`src/rtl/mips_pkg.sv`:
```
// rtl/mips_pkg.sv - opcodes, ALU operation codes and control-FSM state encodings
package mips_pkg;

    localparam logic [5:0] OP_RTYPE = 6'b000000;
    localparam logic [5:0] OP_LW    = 6'b100011;
    localparam logic [5:0] OP_SW    = 6'b101011;
    localparam logic [5:0] OP_BEQ   = 6'b000100;
    localparam logic [5:0] OP_J     = 6'b000010;
    localparam logic [5:0] OP_ADDI  = 6'b001000;

    // Shared with the ALU-control stage.
    localparam logic [2:0] ALUOP_ADD   = 3'b000;
    localparam logic [2:0] ALUOP_SUB   = 3'b001;
    localparam logic [2:0] ALUOP_RTYPE = 3'b010;

    typedef enum logic [3:0] {
        S_IDLE      = 4'd0,
        S_FETCH     = 4'd1,
        S_DECODE    = 4'd2,
        S_MEM_ADDR  = 4'd3,
        S_MEM_READ  = 4'd4,
        S_MEM_WB    = 4'd5,
        S_MEM_WRITE = 4'd6,
        S_EXECUTE   = 4'd7,
        S_R_WB      = 4'd8,
        S_BRANCH    = 4'd9,
        S_JUMP      = 4'd10,
        S_ADDI_EXEC = 4'd11,
        S_ADDI_WB   = 4'd12
    } state_e;

endpackage

```
`src/rtl/ctrl_multiciclo.sv`:
```
// rtl/ctrl_multiciclo.sv - multicycle MIPS main control FSM
module ctrl_multiciclo
    import mips_pkg::*;
#(
    parameter bit ADDR_WAIT_EN = 1'b1
) (
    input  logic       clock,
    input  logic       reset_n,
    input  logic [5:0] opcode,
    input  logic       zero,
    input  logic       mem_ready,
    output logic       PCWrite,
    output logic       PCWriteCond,
    output logic       IorD,
    output logic       MemRead,
    output logic       MemWrite,
    output logic       MemtoReg,
    output logic       IRWrite,
    output logic       RegWrite,
    output logic       RegDst,
    output logic       ALUSrcA,
    output logic [1:0] ALUSrcB,
    output logic [1:0] PCSource,
    output logic [2:0] ALUOp,
    output logic       instr_done,
    output logic       illegal_op,
    output logic [3:0] state
);

    state_e state_q, state_d;
    logic   rdy;

    // The branch zero flag is consumed by the PC write logic, not here.
    logic unused_zero;
    assign unused_zero = zero;

    assign rdy   = ADDR_WAIT_EN ? mem_ready : 1'b1;
    assign state = state_q;

    always_ff @(posedge clock or negedge reset_n) begin
        if (!reset_n) state_q <= S_IDLE;
        else          state_q <= state_d;
    end

    always_comb begin
        state_d     = S_IDLE;
        PCWrite     = 1'b0;
        PCWriteCond = 1'b0;
        IorD        = 1'b0;
        MemRead     = 1'b0;
        MemWrite    = 1'b0;
        MemtoReg    = 1'b0;
        IRWrite     = 1'b0;
        RegWrite    = 1'b0;
        RegDst      = 1'b0;
        ALUSrcA     = 1'b0;
        ALUSrcB     = 2'b00;
        PCSource    = 2'b00;
        ALUOp       = ALUOP_ADD;
        instr_done  = 1'b0;
        illegal_op  = 1'b0;
        case (state_q)
            S_IDLE: state_d = S_FETCH;
            S_FETCH: begin
                MemRead = 1'b1;
                ALUSrcB = 2'b01;
                IRWrite = rdy;
                PCWrite = rdy;
                state_d = rdy ? S_DECODE : S_FETCH;
            end
            S_DECODE: begin
                // ALU precomputes PC + (imm << 2) for a possible branch.
                ALUSrcB = 2'b11;
                case (opcode)
                    OP_LW, OP_SW: state_d = S_MEM_ADDR;
                    OP_RTYPE:     state_d = S_EXECUTE;
                    OP_BEQ:       state_d = S_BRANCH;
                    OP_J:         state_d = S_JUMP;
                    OP_ADDI:      state_d = S_ADDI_EXEC;
                    default: begin
                        illegal_op = 1'b1;
                        state_d    = S_FETCH;
                    end
                endcase
            end
            S_MEM_ADDR: begin
                ALUSrcA = 1'b1;
                ALUSrcB = 2'b10;
                state_d = (opcode == OP_LW) ? S_MEM_READ : S_MEM_WRITE;
            end
            S_MEM_READ: begin
                MemRead = 1'b1;
                IorD    = 1'b1;
                state_d = rdy ? S_MEM_WB : S_MEM_READ;
            end
            S_MEM_WB: begin
                RegWrite   = 1'b1;
                MemtoReg   = 1'b1;
                instr_done = 1'b1;
                state_d    = S_FETCH;
            end
            S_MEM_WRITE: begin
                MemWrite   = 1'b1;
                IorD       = 1'b1;
                instr_done = rdy;
                state_d    = rdy ? S_FETCH : S_MEM_WRITE;
            end
            S_EXECUTE: begin
                ALUSrcA = 1'b1;
                ALUOp   = ALUOP_RTYPE;
                state_d = S_R_WB;
            end
            S_R_WB: begin
                RegWrite   = 1'b1;
                RegDst     = 1'b1;
                instr_done = 1'b1;
                state_d    = S_FETCH;
            end
            S_BRANCH: begin
                ALUSrcA     = 1'b1;
                ALUOp       = ALUOP_SUB;
                PCWriteCond = 1'b1;
                PCSource    = 2'b01;
                instr_done  = 1'b1;
                state_d     = S_FETCH;
            end
            S_JUMP: begin
                PCWrite    = 1'b1;
                PCSource   = 2'b10;
                instr_done = 1'b1;
                state_d    = S_FETCH;
            end
            S_ADDI_EXEC: begin
                ALUSrcA = 1'b1;
                ALUSrcB = 2'b10;
                state_d = S_ADDI_WB;
            end
            S_ADDI_WB: begin
                RegWrite   = 1'b1;
                instr_done = 1'b1;
                state_d    = S_FETCH;
            end
            default: state_d = S_IDLE;
        endcase
    end

endmodule

```
`config.mk`:
```
export PLATFORM = sky130hd
export DESIGN_NAME = ctrl_multiciclo
export DESIGN_NICKNAME = d
export VERILOG_FILES = /design/src/rtl/mips_pkg.sv /design/src/rtl/ctrl_multiciclo.sv
export SDC_FILE = /design/constraint.sdc
export NUM_CORES = 1
export LEC_CHECK = 0
export BUFFER_PORTS_ARGS = -buffer_cell sky130_fd_sc_hd__clkbuf_2
export CAP_MARGIN = 40
export CORE_AREA = 3 3 40 42
export CTS_CLUSTER_SIZE = 10
export DETAILED_ROUTE_END_ITERATION = 6
export DIE_AREA = 0 0 43 45
export PLACE_DENSITY = 0.9
export SLEW_MARGIN = 20
export SYNTH_ARGS = -nofsm -noshare
export SYNTH_HDL_FRONTEND = slang
export SYNTH_SLANG_ARGS = --single-unit
```
`constraint.sdc`:
```
create_clock -name clock -period 3.4 [get_ports clock]
set_clock_uncertainty 0.2 [all_clocks]
set_input_delay 0.34 -clock clock [delete_from_list [all_inputs] [get_ports clock]]
set_output_delay 0.34 -clock clock [all_outputs]
set_load 0.01 [all_outputs]
```
==> results.tsv, run 1 <==
stage	metric	value	unit
run_status	status	complete, no violations	
die	Core Rows	13	
worst_setup_path	Worst Setup SP	state[0]	
yosys	post-synthesis sequential area ratio	17.2	%
clock_network	Post-CTS Hold Buffers	1	
clock_network	clock root buffer	clkbuf_4	
layout	Syn-to-layout area delta	20.9	%
placed_design	hpwl dp	985	um
placed_design	placed insts	114	
sta	Slew HR	63.1	%
yosys	Post-Syn Instances	79	
clock_network	postcts setup bufs	0	
yosys	yosys warns	0	
grt	total gr overflow	0	
sta	slew at the pin with the worst max-slew slack	0.554	ns
layout	final core area utilization	54.7	%
sta	fin. max-slew vios	0	
route	Routed Antenna Nets	0	
power	pwr dens	713	mW/mm2
grt	first-pass GRT wire length	2160	um
layout	Fill cells	127	
layout	antenna diode count	0	
die	chip width	43	um
worst_setup_path	Buf/Inv on CP	1	
sta	total negative slack	0	ns
grt	antenna violations before repair	0	
sta	Final Setup Violations	0	
worst_setup_path	Crit Path Class	flop to output pin	
layout	max reg flops	4	
route	DRC	0	
sta	RSZ-0062 raised after global routing	no	
worst_setup_path	reg2reg start	state[0]	
clock_network	H-tree levels	1	
worst_setup_path	Crit-path slowest cell	nor4b_1	
placed_design	RD Place Congestion	0.803	
worst_setup_path	CP Max Fanout	20	
yosys	async set or reset register ratio after synthesis	100	%
layout	fin nets	115	
sta	fmax	433	MHz
flow_run	Max-cap violations	0	
layout	layout cells sized above 1	34.0	%
placed_design	Port-buffer cells	30	
route	DR WL/cell	11.1	um
die	Die Area	0.00194	mm2
yosys	syn nets	89	
power	leak pwr	0.000329	uW
yosys	synth unique cells	37	
route	router iterations before antenna repair	4	
yosys	number of flops mapped to enable cells by yosys	0	
die	Chip Height	45	um
route	Iter 0 DRT Violations	19	
yosys	#FFs+latches synth	4	
layout	Register Area	100	um2
worst_setup_path	critical path arrival	1.77	ns
sta	Hold Violations, Final	0	
route	drt total wl	1310	um
clock_network	CTS Sinks	4	
hold_path	Hold Path Class	primary input to flop	
clock_network	worst skew pair latency	0.24	ns
yosys	Avg Cell Area, Syn	7.36	um2
hold_path	worst hold path startpoint	opcode[1]	
worst_setup_path	crit-path max cell delay	0.59	ns
route	drt via density	5.36	
grt	largest net degree at the start of global routing	21	
worst_setup_path	CP required	2.86	ns
clock_network	Clk pin slew, worst setup/hold paths	0.04	ns
die	IO Pins	33	
clock_network	CTS tree	done	
grt	vias in the first global route	513	
layout	Post-Layout Cell Count	118	
die	Initial Util	45.3	%
route	vias	632	
worst_setup_path	CP startpoint kind	flop	
grt	Total Routing Usage GR	15.0	%
worst_setup_path	CP top delay family	simple AND/OR/NAND/NOR gates	
clock_network	maximum clock insertion buffer count	2	
sta	final worst path period need	2.31	ns
clock_network	post-cts sizing count	0	
power	worst vdd ir	348	uV
sta	final period utilization	68.0	%
yosys	dominant synthesized flop cell	dfrtp_1	
yosys	Synth Cell Area	582	um2
layout	area of the multi-input gates	402	um2
worst_setup_path	crit-path cells	nor4b_1 -> and3_1 -> clkbuf_2	
die	Core ar.	0.00128	mm2
worst_setup_path	Crit. End Element	output pin	
clock_network	total CTS buffers	3	
-- per-layer routing --
layer	GRT usage, %	part of all wire (%)
met1	17.3	45
met2	23.7	46
met3	4.38	6.9
met4	10.8	1.7
met5	0	0
-- layout by cell type, fill, tap and decap left out, drive strengths merged, types with 2 or more instances in the layout --
cell type  synthesis  final
or3                3      3
dfrtp              4      4
nor3               5      5
and3               2      2
a2bb2oi            2      2
nor2              10     10
o211ai             3      3
nor2b              2      2
nor3b              2      2
clkbuf             3     33
nand2              3      3
o21ai              7      7
o21a               2      2
a21oi              2      2
nand3              2      2
nand2b             5      5
-- power by group --
group          switching, uW  internal, uW  leakage, uW  total (uW)
combinational            153           149     0.000264         301
clock                   19.6          39.5    0.0000138        59.1
sequential              76.6          64.4    0.0000509         141
total                    249           253     0.000329         502
-- cell families (layout without fill, tap and decap cells) --
logic type	count (synthesis)	after routing	synth area share, %
and+or+nand+nor	38	38	36.6
AOI/OAI and AO/OA	24	24	28.8
buffers and inverters	10	34	13.8
DFF	4	4	17.2
xor gates and xnor gates	2	2	3.01
other	1	1	0.645
-- path summary, 6_finish.rpt --
kind | cells after the start | slack, ns | endpoint
max | 3 | 1.09 | illegal_op
min | 2 | 0.19 | state[2]
max reg2reg | 3 | 1.60 | state[2]
min reg2reg | 1 | 0.63 | state[1]
max in group asynchronous | 2 | 2.64 | state[2]
min in group asynchronous | 2 | 0.24 | state[0]
-- cell usage after synthesis, types with 2 or more instances --
cell       instances  area, um2
a21oi_1            2       10.0
nor2_1            10       37.5
nor2b_1            2       12.5
o211ai_1           3       22.5
a2bb2oi_1          2       17.5
and3_1             2       12.5
nand2_1            3       11.3
o21a_1             2       15.0
nor3b_1            2       15.0
buf_6              3       33.8
nand3_1            2       10.0
o21ai_0            7       35.0
dfrtp_1            4        100
buf_4              4       30.0
nor3_1             5       25.0
nand2b_1           5       31.3
-- stage by stage --
| step | setup WS (ns) | cell area [um2] | total power (uW) | hold WS [ns] |
|---|---|---|---|---|
| after detailed placement | 1.36 | 671 | 444 | -0.0525 |
| after global routing | 0.991 | 703 | 552 | 0.208 |
| after CTS | 1.09 | 703 | 506 | 0.193 |
| after floorplan | 1.61 | 582 | 377 | -0.156 |
| final | 1.09 | 703 | 502 | 0.194 |
| after global placement | 1.29 | 671 | 441 | -0.0554 |
-- final cells by class --
class,count,area share (%)
Multi-Input combinational cell,65,57.1
Timing Repair Buffer,31,22.8
Sequential cell,4,14.2
Clock buffer,3,3.20
Tap cell,15,2.67
(Power assumes the default switching activity.)
==> inputs of run 2 (changes only) <==
--- a/config.mk
+++ b/config.mk
@@ -7,11 +7,11 @@
 export LEC_CHECK = 0
 export BUFFER_PORTS_ARGS = -buffer_cell sky130_fd_sc_hd__clkbuf_2
 export CAP_MARGIN = 40
-export CORE_AREA = 3 3 40 42
+export CORE_MARGIN = 3
+export CORE_UTILIZATION = 38
 export CTS_CLUSTER_SIZE = 10
 export DETAILED_ROUTE_END_ITERATION = 6
-export DIE_AREA = 0 0 43 45
-export PLACE_DENSITY = 0.9
+export PLACE_DENSITY = 0.84
 export SLEW_MARGIN = 20
 export SYNTH_ARGS = -nofsm -noshare
 export SYNTH_HDL_FRONTEND = slang
==> constraint.sdc (replaced) <==
create_clock -name clock -period 2.04 [get_ports clock]
set_clock_uncertainty 0.2 [all_clocks]
set_input_delay 0.204 -clock clock [delete_from_list [all_inputs] [get_ports clock]]
set_output_delay 0.204 -clock clock [all_outputs]
set_load 0.01 [all_outputs]
==> results.tsv, run 2 (synthesis gave the netlist of run 1 again) <==
stage	metric	value	unit
run_status	status	complete, no violations	
grt	first-pass GRT wire length	2360	um
sta	final worst path period need	1.89	ns
grt	vias in the first global route	584	
placed_design	hpwl dp	1070	um
placed_design	dpl ws	0.306	ns
layout	layout cells sized above 1	38.9	%
worst_setup_path	CP Max Fanout	10	
sta	Final Setup Violations	0	
grt	antenna violations before repair	0	
clock_network	CTS Sinks	4	
sta	setup ws final	0.148	ns
layout	final core area utilization	54.8	%
worst_setup_path	reg2reg setup slack	0.37	ns
worst_setup_path	Critical Path End	PCWrite	
route	drt total wl	1410	um
power	leak pwr	0.000355	uW
layout	max reg flops	4	
power	total power	906	uW
die	Initial Util	42.6	%
power	worst vdd ir	473	uV
hold_path	Hold Path Class	primary input to flop	
worst_setup_path	WP depth	5	
route	router iterations before antenna repair	4	
flow_run	Max-cap violations	0	
layout	antenna diode count	0	
route	met1 wire length	660	um
die	Chip Height	45.1	um
worst_setup_path	CP startpoint kind	flop	
route	DRC	0	
route	vias	665	
worst_setup_path	critical path arrival	1.49	ns
die	Core Rows	13	
placed_design	RD Place Congestion	0.756	
route	top layer in use	met4	
route	metal3 WL	107	um
worst_setup_path	reg2reg start	state[0]	
clock_network	total CTS buffers	3	
worst_setup_path	crit-path max cell delay	0.47	ns
worst_setup_path	FF-to-FF End	state[2]	
worst_setup_path	Crit Path Class	flop to output pin	
worst_setup_path	Buf/Inv on CP	2	
worst_setup_path	Crit-path slowest cell	dfrtp_1	
layout	Syn-to-layout area delta	28.6	%
worst_setup_path	Worst Setup SP	state[1]	
worst_setup_path	Crit. End Element	output pin	
die	chip width	45.1	um
worst_setup_path	CP top delay family	flip-flops	
sta	fin. max-slew vios	0	
placed_design	Port-buffer cells	30	
layout	most frequent cells in the layout	30 x clkbuf_2, 10 x nor2_1, 7 x o21ai_0	
grt	total gr overflow	0	
clock_network	Clk pin slew, worst setup/hold paths	0.04	ns
layout	fin nets	120	
layout	Post-Layout Cell Count	123	
route	drt via density	5.41	
layout	most common cell after layout, fill and taps aside	clkbuf_2	
worst_setup_path	CP required	1.64	ns
worst_setup_path	worst r2r path cells	3	
route	Routed Antenna Nets	0	
clock_network	clock root buffer	clkbuf_4	
die	Die Area	0.00204	mm2
clock_network	maximum clock insertion buffer count	2	
route	met2 WL	617	um
grt	largest net degree at the start of global routing	17	
clock_network	worst skew pair latency	0.24	ns
placed_design	placed insts	119	
sta	RSZ-0062 raised after global routing	no	
die	IO Pins	33	
route	DR WL/cell	11.4	um
grt	Total Routing Usage GR	14.9	%
power	pwr dens	1210	mW/mm2
clock_network	CTS tree	done	
sta	total negative slack	0	ns
sta	Hold Violations, Final	0	
worst_setup_path	crit-path cells	buf_4 -> nand3b_1 -> a2bb2oi_1 -> nor2_1 -> clkbuf_2	
clock_network	H-tree levels	1	
sta	fmax	528	MHz
layout	Fill cells	125	
route	Iter 0 DRT Violations	12	
sta	final period utilization	92.8	%
die	Core ar.	0.00137	mm2
run 2: cell count changes in the layout (fill, tap and decap cells not counted):
cell     before  now
nor4b_1       1    0
dfrtp_1       4    3
buf_4         0    5
dfrtp_2       0    1
nor4b_2       0    1
run 2: worst reg2reg max path, cell delays in order (launching register included):
cell and delay (ns):
dfrtp_2 0.50, nand2b_1 0.26, or3_1 0.37, o31ai_1 0.24
run 2: layout make-up:
cell class / count / area, um2 / share of cell area, %
tap: 15 / 18.8 / 2.51
multi-input combinational: 65 / 408 / 54.5
timing repair buffer: 36 / 198 / 26.4
sequential: 4 / 101 / 13.5
clock buffer: 3 / 22.5 / 3.01
run 2: repair_timing:
action / in CTS / in global routing
setup buffers: 0 / 0
endpoints found under the hold margin: 4 / 0
endpoints found under the setup margin: 0 / 2
hold buffers: 1 / 0
resized for setup: 0 / 2
run 2: worst min-delay path by stage:
stage	start	to	slack (ns)	cells past startpoint
2_1_floorplan	reset_n	state[0]	-0.29	0
3_3_place_gp	reset_n	state[3]	-0.19	1
3_5_place_dp	reset_n	state[3]	-0.19	1
4_1_cts	opcode[1]	state[2]	0.06	2
5_1_grt	opcode[1]	state[2]	0.08	2
6_report	opcode[1]	state[2]	0.07	2
run 2: layer usage:
layer / global-route usage [%] / vias to the layer above
met1: 20.1 / 290
li1: - / 345
met2: 24.3 / 28
met4: 7.02 / 0
met3: 0.398 / 2
met5: 0 / -
run 2: per-stage QoR:
step	instance area [um2]	hold WS, ns
3_3_place_gp	708	-0.192
6_report	748	0.0678
5_1_grt	748	0.0822
2_1_floorplan	582	-0.292
3_5_place_dp	708	-0.187
4_1_cts	741	0.0575
run 2: power by group:
part | switching [uW] | total (uW) | internal [uW]
registers | 82.0 | 193 | 111
clock network | 32.6 | 98.4 | 65.8
logic | 323 | 615 | 292
